<file path="src/rtl/uart_midi_tx.sv">
// uart_midi_tx: serial MIDI transmitter.
// Accepts one packed MIDI event {status, data1, data2} per valid/ready handshake.
// Sends the bytes the status implies as 8N1 UART frames, LSB first.
// Data bytes have bit 7 cleared. Invalid events are consumed without line activity.
// Optional feature macro: MIDI_RUNNING_STATUS_EN. When it is defined, the status
// byte is omitted when it repeats the last channel-voice status that was sent.
module uart_midi_tx #(
  parameter int unsigned CLK_HZ = 98_333_333,
  parameter int unsigned BAUD   = 31_250
) (
  input  logic        clk_in,
  input  logic        rst_in,
  input  logic        valid_in,
  input  logic [23:0] midi_bytes_in,
  output logic        ready_out,
  output logic        tx_out,
  output logic        busy_out,
  output logic        done_out
);

  localparam int unsigned BAUD_DIV = CLK_HZ / BAUD;
  localparam int unsigned CNT_W    = (BAUD_DIV > 1) ? $clog2(BAUD_DIV) : 1;
  localparam logic [CNT_W-1:0] CNT_LAST = CNT_W'(BAUD_DIV - 1);

  typedef enum logic [1:0] {
    ST_IDLE  = 2'd0,
    ST_START = 2'd1,
    ST_DATA  = 2'd2,
    ST_STOP  = 2'd3
  } state_t;

  // Number of bytes a status byte implies; 0 marks an invalid event.
  function automatic logic [1:0] midi_len(input logic [7:0] st);
    logic [1:0] n;
    n = 2'd0;
    case (st[7:4])
      4'h8, 4'h9, 4'hA, 4'hB, 4'hE: n = 2'd3;
      4'hC, 4'hD:                   n = 2'd2;
      4'hF:                         n = st[3] ? 2'd1 : 2'd0;
      default:                      n = 2'd0;
    endcase
    return n;
  endfunction

`ifdef MIDI_RUNNING_STATUS_EN
  // Channel-voice status bytes 0x80..0xEF take part in running status.
  function automatic logic is_voice(input logic [7:0] st);
    return (st[7] == 1'b1) && (st[7:4] != 4'hF);
  endfunction
`endif

  state_t           state_r;
  logic [CNT_W-1:0] baud_cnt_r;
  logic [2:0]       bit_idx_r;
  logic [1:0]       byte_idx_r;
  logic [1:0]       byte_cnt_r;
  logic [7:0]       byte0_r, byte1_r, byte2_r;
  logic             tx_r, ready_r, busy_r, done_r;

  logic [7:0] status_s, d1_s, d2_s;
  logic [7:0] b0_s, b1_s, b2_s;
  logic [1:0] len_s, cnt_s;
  logic [7:0] cur_byte_s;
  logic       accept_s;
  logic       bit_end_s;

`ifdef MIDI_RUNNING_STATUS_EN
  logic [7:0] last_status_r;
`endif

  // Turn the presented event into the ordered list of bytes to transmit.
  always_comb begin
    status_s = midi_bytes_in[23:16];
    d1_s     = midi_bytes_in[15:8] & 8'h7F;
    d2_s     = midi_bytes_in[7:0] & 8'h7F;
    len_s    = midi_len(status_s);
    b0_s     = status_s;
    b1_s     = d1_s;
    b2_s     = d2_s;
    cnt_s    = len_s;
`ifdef MIDI_RUNNING_STATUS_EN
    if (is_voice(status_s) && (status_s == last_status_r)) begin
      b0_s  = d1_s;
      b1_s  = d2_s;
      b2_s  = 8'h00;
      cnt_s = len_s - 2'd1;
    end else begin
      cnt_s = len_s;
    end
`endif
  end

  // Handshake decode and end-of-bit detection.
  always_comb begin
    accept_s  = valid_in && ready_r && (state_r == ST_IDLE) && (len_s != 2'd0);
    bit_end_s = (baud_cnt_r == CNT_LAST);
  end

  // Select the byte currently being framed.
  always_comb begin
    cur_byte_s = byte0_r;
    case (byte_idx_r)
      2'd0:    cur_byte_s = byte0_r;
      2'd1:    cur_byte_s = byte1_r;
      2'd2:    cur_byte_s = byte2_r;
      default: cur_byte_s = byte0_r;
    endcase
  end

  // Frame sequencer: start bit, 8 data bits LSB first, stop bit, per byte.
  always_ff @(posedge clk_in) begin
    if (!rst_in) begin
      state_r    <= ST_IDLE;
      baud_cnt_r <= '0;
      bit_idx_r  <= 3'd0;
      byte_idx_r <= 2'd0;
      byte_cnt_r <= 2'd0;
      byte0_r    <= 8'h00;
      byte1_r    <= 8'h00;
      byte2_r    <= 8'h00;
      tx_r       <= 1'b1;
      ready_r    <= 1'b0;
      busy_r     <= 1'b0;
      done_r     <= 1'b0;
    end else begin
      done_r <= 1'b0;
      case (state_r)
        ST_IDLE: begin
          baud_cnt_r <= '0;
          bit_idx_r  <= 3'd0;
          byte_idx_r <= 2'd0;
          if (accept_s) begin
            byte0_r    <= b0_s;
            byte1_r    <= b1_s;
            byte2_r    <= b2_s;
            byte_cnt_r <= cnt_s;
            state_r    <= ST_START;
            tx_r       <= 1'b0;
            ready_r    <= 1'b0;
            busy_r     <= 1'b1;
          end else begin
            tx_r    <= 1'b1;
            ready_r <= 1'b1;
            busy_r  <= 1'b0;
          end
        end
        ST_START: begin
          if (bit_end_s) begin
            baud_cnt_r <= '0;
            bit_idx_r  <= 3'd0;
            tx_r       <= cur_byte_s[0];
            state_r    <= ST_DATA;
          end else begin
            baud_cnt_r <= baud_cnt_r + 1'b1;
          end
        end
        ST_DATA: begin
          if (bit_end_s) begin
            baud_cnt_r <= '0;
            if (bit_idx_r == 3'd7) begin
              tx_r    <= 1'b1;
              state_r <= ST_STOP;
            end else begin
              bit_idx_r <= bit_idx_r + 3'd1;
              tx_r      <= cur_byte_s[bit_idx_r + 3'd1];
            end
          end else begin
            baud_cnt_r <= baud_cnt_r + 1'b1;
          end
        end
        ST_STOP: begin
          if (bit_end_s) begin
            baud_cnt_r <= '0;
            if ((byte_idx_r + 2'd1) < byte_cnt_r) begin
              // Next byte follows the stop bit directly.
              byte_idx_r <= byte_idx_r + 2'd1;
              tx_r       <= 1'b0;
              state_r    <= ST_START;
            end else begin
              byte_idx_r <= 2'd0;
              tx_r       <= 1'b1;
              done_r     <= 1'b1;
              ready_r    <= 1'b1;
              busy_r     <= 1'b0;
              state_r    <= ST_IDLE;
            end
          end else begin
            baud_cnt_r <= baud_cnt_r + 1'b1;
          end
        end
        default: begin
          state_r    <= ST_IDLE;
          baud_cnt_r <= '0;
          tx_r       <= 1'b1;
          ready_r    <= 1'b0;
          busy_r     <= 1'b0;
        end
      endcase
    end
  end

`ifdef MIDI_RUNNING_STATUS_EN
  // Track the last channel-voice status that went out on the line.
  always_ff @(posedge clk_in) begin
    if (!rst_in) begin
      last_status_r <= 8'h00;
    end else if (accept_s && is_voice(status_s)) begin
      last_status_r <= status_s;
    end else begin
      last_status_r <= last_status_r;
    end
  end
`endif

  assign tx_out    = tx_r;
  assign ready_out = ready_r;
  assign busy_out  = busy_r;
  assign done_out  = done_r;

endmodule

</file>
<file path="config.mk">
export PLATFORM = sky130hd
export DESIGN_NAME = uart_midi_tx
export DESIGN_NICKNAME = d
export VERILOG_FILES = /design/src/rtl/uart_midi_tx.sv
export SDC_FILE = /design/constraint.sdc
export NUM_CORES = 1
export LEC_CHECK = 0
export CAP_MARGIN = 20
export CORE_ASPECT_RATIO = 1.25
export CORE_MARGIN = 2
export CORE_UTILIZATION = 58
export CTS_CLUSTER_DIAMETER = 120
export DETAILED_ROUTE_END_ITERATION = 16
export PLACE_DENSITY = 0.8
export SLEW_MARGIN = 20
export SYNTH_ARGS = -nofsm -noshare
export SYNTH_HDL_FRONTEND = slang
export SYNTH_SLANG_ARGS = --single-unit
</file>
<file path="constraint.sdc">
create_clock -name clk_in -period 4.02 [get_ports clk_in]
set_clock_uncertainty 0.05 [all_clocks]
set_input_delay 0.402 -clock clk_in [delete_from_list [all_inputs] [get_ports clk_in]]
set_output_delay 0.402 -clock clk_in [all_outputs]
set_load 0.02 [all_outputs]
</file>
==> metrics.md <==
| Metric | Value |
|---|---|
| Most common flop cell mapped by yosys | sky130_fd_sc_hd__dfxtp_1 |
| Width of the chip | 59.5 um |
| Worst-case reg-to-reg path depth | 7 |
| Fraction of power spent switching nets | 0.228 |
| Clock power share | 0.384 |
| Element type at the critical path end | flip-flop |
| Weighted congestion reported at the end of routability-driven placement | 0.793 |
| Critical path launch point type | flip-flop |
| Total number of clock tree sinks | 47 |
| Net Switching | 0.000217 W |
| Worst IR drop on VDD | 0.000260 V |
| Final cycle utilization of the critical path | 0.610 |
| Maximum buffer depth of the clock tree | 2 |
| Number of flops mapped to enable cells by yosys | 0 |
| Tightest hold margin | 0.404 ns |
| Crit path time final | 2.45 ns |
| Core area | 3750 um^2 |
| Pin count of the biggest net entering global routing | 32 |
| Detailed Route Iter0 Violations | 68 |
| Effective utilization at floorplan | 0.595 |
| Proportion of synthesized chip area in sequential cells | 0.421 |
| Accumulated negative setup slack | 0 ns |
| CP Capture Point | tx_out$_SDFFE_PN1P_ |
| Part of the power in registers | 0.516 |
| Reg-to-reg endpoint | tx_out$_SDFFE_PN1P_ |
| H-tree Lvls | 2 |
| Number of filler cells placed in the layout | 320 |
| Reported max-cap violation count | 0 |
| DR WL/cell | 14.1 um |
| Total detailed-routing wirelength | 4540 um |
| Critical path peak fanout | 21 |
| LEAKAGE | 0.980 nW |
| Storage cell area | 941 um^2 |
| Post-DRT Antenna Nets | 0 |
| Ant diodes | 0 |
| Post-synth design cell area | 2230 um^2 |
| Smallest setup slack after layout | 1.57 ns |
| Area growth, synth to finish | 17.9% |
| Cell area power density | 360 nW/um^2 |
| Number of buffers added on ports | 28 |
| Power Total | 0.000948 W |
| Avg Synthesized Cell Area | 8.70 um^2 |
| FFs w/ async S/R, synth | 0 |
| Number of nets at the end of the flow | 320 |
| Cell count after synthesis | 257 |
| Number of register bits inferred by synthesis | 47 |
| Clk Latency, worst-skew pair | 0.31 ns |
| Area share of the largest cell type after synthesis | 0.421 |
| Ys Warns | 0 |
| Resized cells post-CTS | 0 |
| Transition at the pin with the smallest max-transition slack | 0.920 ns |
| Internal | 0.000732 W |
| Endpoints failing hold | 0 |
| Grt total ovfl | 0 |
| Post-detail-place hpwl | 3220 um |
| Gate power share | 0.101 |
| Avg Vias per Cell | 5.89 |
| Number of distinct library cells after synthesis | 43 |
| Nets in the synthesized netlist | 296 |
| Result of the run | complete, no violations |
| Final Max Slew Viols | 0 |
| Overall Global Routing Usage | 0.232 |
| Std-Cell Rows | 25 |
| Post-CTS Setup Inserts | 0 |
| Detailed-routing iteration count for the pre-antenna-repair pass | 4 |
| Critical Setup Path Class | flip-flop to flip-flop |
| CP arrival | 2.60 ns |
| Number of global-route vias before repair | 1823 |
| Wire length of the first global-routing pass | 7710 um |
| Commonest non-fill, non-tap cell in the layout | sky130_fd_sc_hd__nand2_1 |
| Area contributors post-synth | sky130_fd_sc_hd__dfxtp_1 42%, sky130_fd_sc_hd__nand2_1 8.4%, sky130_fd_sc_hd__ha_1 6.7%, sky130_fd_sc_hd__a21oi_1 6.5%, sky130_fd_sc_hd__nor2_1 2.4% |
| Share of final-layout standard cells stronger than drive strength 1 | 0.0532 |
| IO Count | 31 |
| Count of final setup violators | 0 |
| Clock input transition at the sequential cells of the worst setup and hold paths | 0.09 ns |
| Cell area after placement | 2510 um^2 |
| Achievable Freq | 408 MHz |
| Worst R2R Start | state_r[1]$_SDFFE_PN0P_ |
| Placement Setup Slack | 1.50 ns |
| Root buffer selected by CTS | sky130_fd_sc_hd__clkbuf_8 |
| CTS tree | done |
| Min-delay worst type | flip-flop to flip-flop |
| Relative slew margins | 0.386 |
| Setup repair after global routing missed its margin | no |
| Via total after detailed routing | 1895 |
| Cell area after layout | 2630 um^2 |
| WP data required | 4.16 ns |
| Beginning of the critical path | state_r[1]$_SDFFE_PN0P_ |
| Count of hold buffers inserted by post-cts repair | 0 |
| Die Ht | 73.4 um |
| Multi-input logic area | 1190 um^2 |
| Total DRC errors in the routed layout | 0 |
| Area leader, netlist | sky130_fd_sc_hd__dfxtp_1 |
| Setup slack, reg-to-reg | 1.57 ns |
| DIE AREA | 4370 um^2 |
| Commonest non-fill, non-tap cells in the layout | 50 x sky130_fd_sc_hd__nand2_1, 47 x sky130_fd_sc_hd__dfxtp_1, 29 x sky130_fd_sc_hd__a21oi_1 |
| Number of buffers inserted during clock tree synthesis | 5 |
| Initial antenna violation count | 0 |
[stage by stage]
step | util | cells
after floorplan | - | 257
after global placement | 0.669 | 314
after detailed placement | 0.669 | 314
after CTS | 0.702 | 322
after global routing | 0.702 | 322
final | 0.702 | 322
[kinds of logic after synthesis]
group	share of synthesized area
simple gates	0.216
compound gates	0.185
flops	0.421
buf+inv	0.0454
fa+ha+maj	0.0672
xor+xnor	0.0392
mux	0.0258
[layer usage]
| layer | GRT usage | up-vias | part of all wire |
|---|---|---|---|
| met4 | 0.101 | 0 | 0.023 |
| met5 | 0 | - | 0 |
| met1 | 0.260 | 894 | 0.43 |
| li1 | - | 958 | - |
| met3 | 0.0511 | 11 | 0.028 |
| met2 | 0.411 | 32 | 0.52 |
[cell usage after synthesis, types with 3 or more instances]
cell	number
sky130_fd_sc_hd__nand2_1	50
sky130_fd_sc_hd__a311oi_1	4
sky130_fd_sc_hd__xor2_1	4
sky130_fd_sc_hd__clkbuf_1	3
sky130_fd_sc_hd__xnor2_1	6
sky130_fd_sc_hd__inv_1	11
sky130_fd_sc_hd__nor2_1	14
sky130_fd_sc_hd__nand3_1	8
sky130_fd_sc_hd__a21oi_1	29
sky130_fd_sc_hd__and3_1	8
sky130_fd_sc_hd__nand4_1	4
sky130_fd_sc_hd__a22o_1	5
sky130_fd_sc_hd__dfxtp_1	47
sky130_fd_sc_hd__a221oi_1	3
sky130_fd_sc_hd__o21ai_0	4
sky130_fd_sc_hd__nor2b_1	3
sky130_fd_sc_hd__ha_1	12
sky130_fd_sc_hd__buf_2	6
[final cells by class]
class | instances | share of cell area
clock buffer | 6 | 0.0314
tap | 40 | 0.0190
clock inverter | 2 | 0.0147
sequential | 47 | 0.357
timing repair buffer | 29 | 0.109
multi-input combinational | 187 | 0.453
inverter | 11 | 0.0157
[worst max-delay path, stage by stage (launching register included)]
cell and delay, ns:
sky130_fd_sc_hd__dfxtp_1 0.34, sky130_fd_sc_hd__inv_1 0.13, sky130_fd_sc_hd__ha_1 0.33, sky130_fd_sc_hd__and4_1 0.36
sky130_fd_sc_hd__o21a_1 0.61, sky130_fd_sc_hd__a221oi_1 0.11, sky130_fd_sc_hd__a311oi_1 0.30, sky130_fd_sc_hd__nand3_1 0.10
[power groups by stage]
stage | registers (W) | logic, W | clock network (W)
floorplan | 0.000501 | 0.0000514 | 0
global placement | 0.000499 | 0.0000932 | 0
detailed placement | 0.000500 | 0.0000948 | 0
CTS | 0.000489 | 0.0000961 | 0.000373
global route | 0.000491 | 0.000106 | 0.000393
finish | 0.000489 | 0.0000955 | 0.000364
[registers in the layout, summed over array words and instances (netlist names)]
register	flops
byte1_r	7
byte_idx_r	2
byte2_r	7
ready_out	1
bit_idx_r	3
busy_out	1
byte_cnt_r	2
done_out	1
baud_cnt_r	12
state_r	2
tx_out	1
byte0_r	8
[worst min-delay path by stage]
| stage | slack (ns) | end | startpoint | cells past startpoint |
|---|---|---|---|---|
| final | 0.40 | byte0_r[2]$_SDFFE_PN0P_ | byte0_r[2]$_SDFFE_PN0P_ | 2 |
| after global routing | 0.42 | byte0_r[2]$_SDFFE_PN0P_ | byte0_r[2]$_SDFFE_PN0P_ | 2 |
| after CTS | 0.41 | byte0_r[2]$_SDFFE_PN0P_ | byte0_r[2]$_SDFFE_PN0P_ | 2 |
| after detailed placement | 0.39 | byte0_r[2]$_SDFFE_PN0P_ | byte0_r[2]$_SDFFE_PN0P_ | 2 |
| after global placement | 0.39 | byte0_r[2]$_SDFFE_PN0P_ | byte0_r[2]$_SDFFE_PN0P_ | 2 |
| after floorplan | 0.38 | byte0_r[6]$_SDFFE_PN0P_ | byte0_r[6]$_SDFFE_PN0P_ | 2 |
Power figures use the tool's default switching activity.
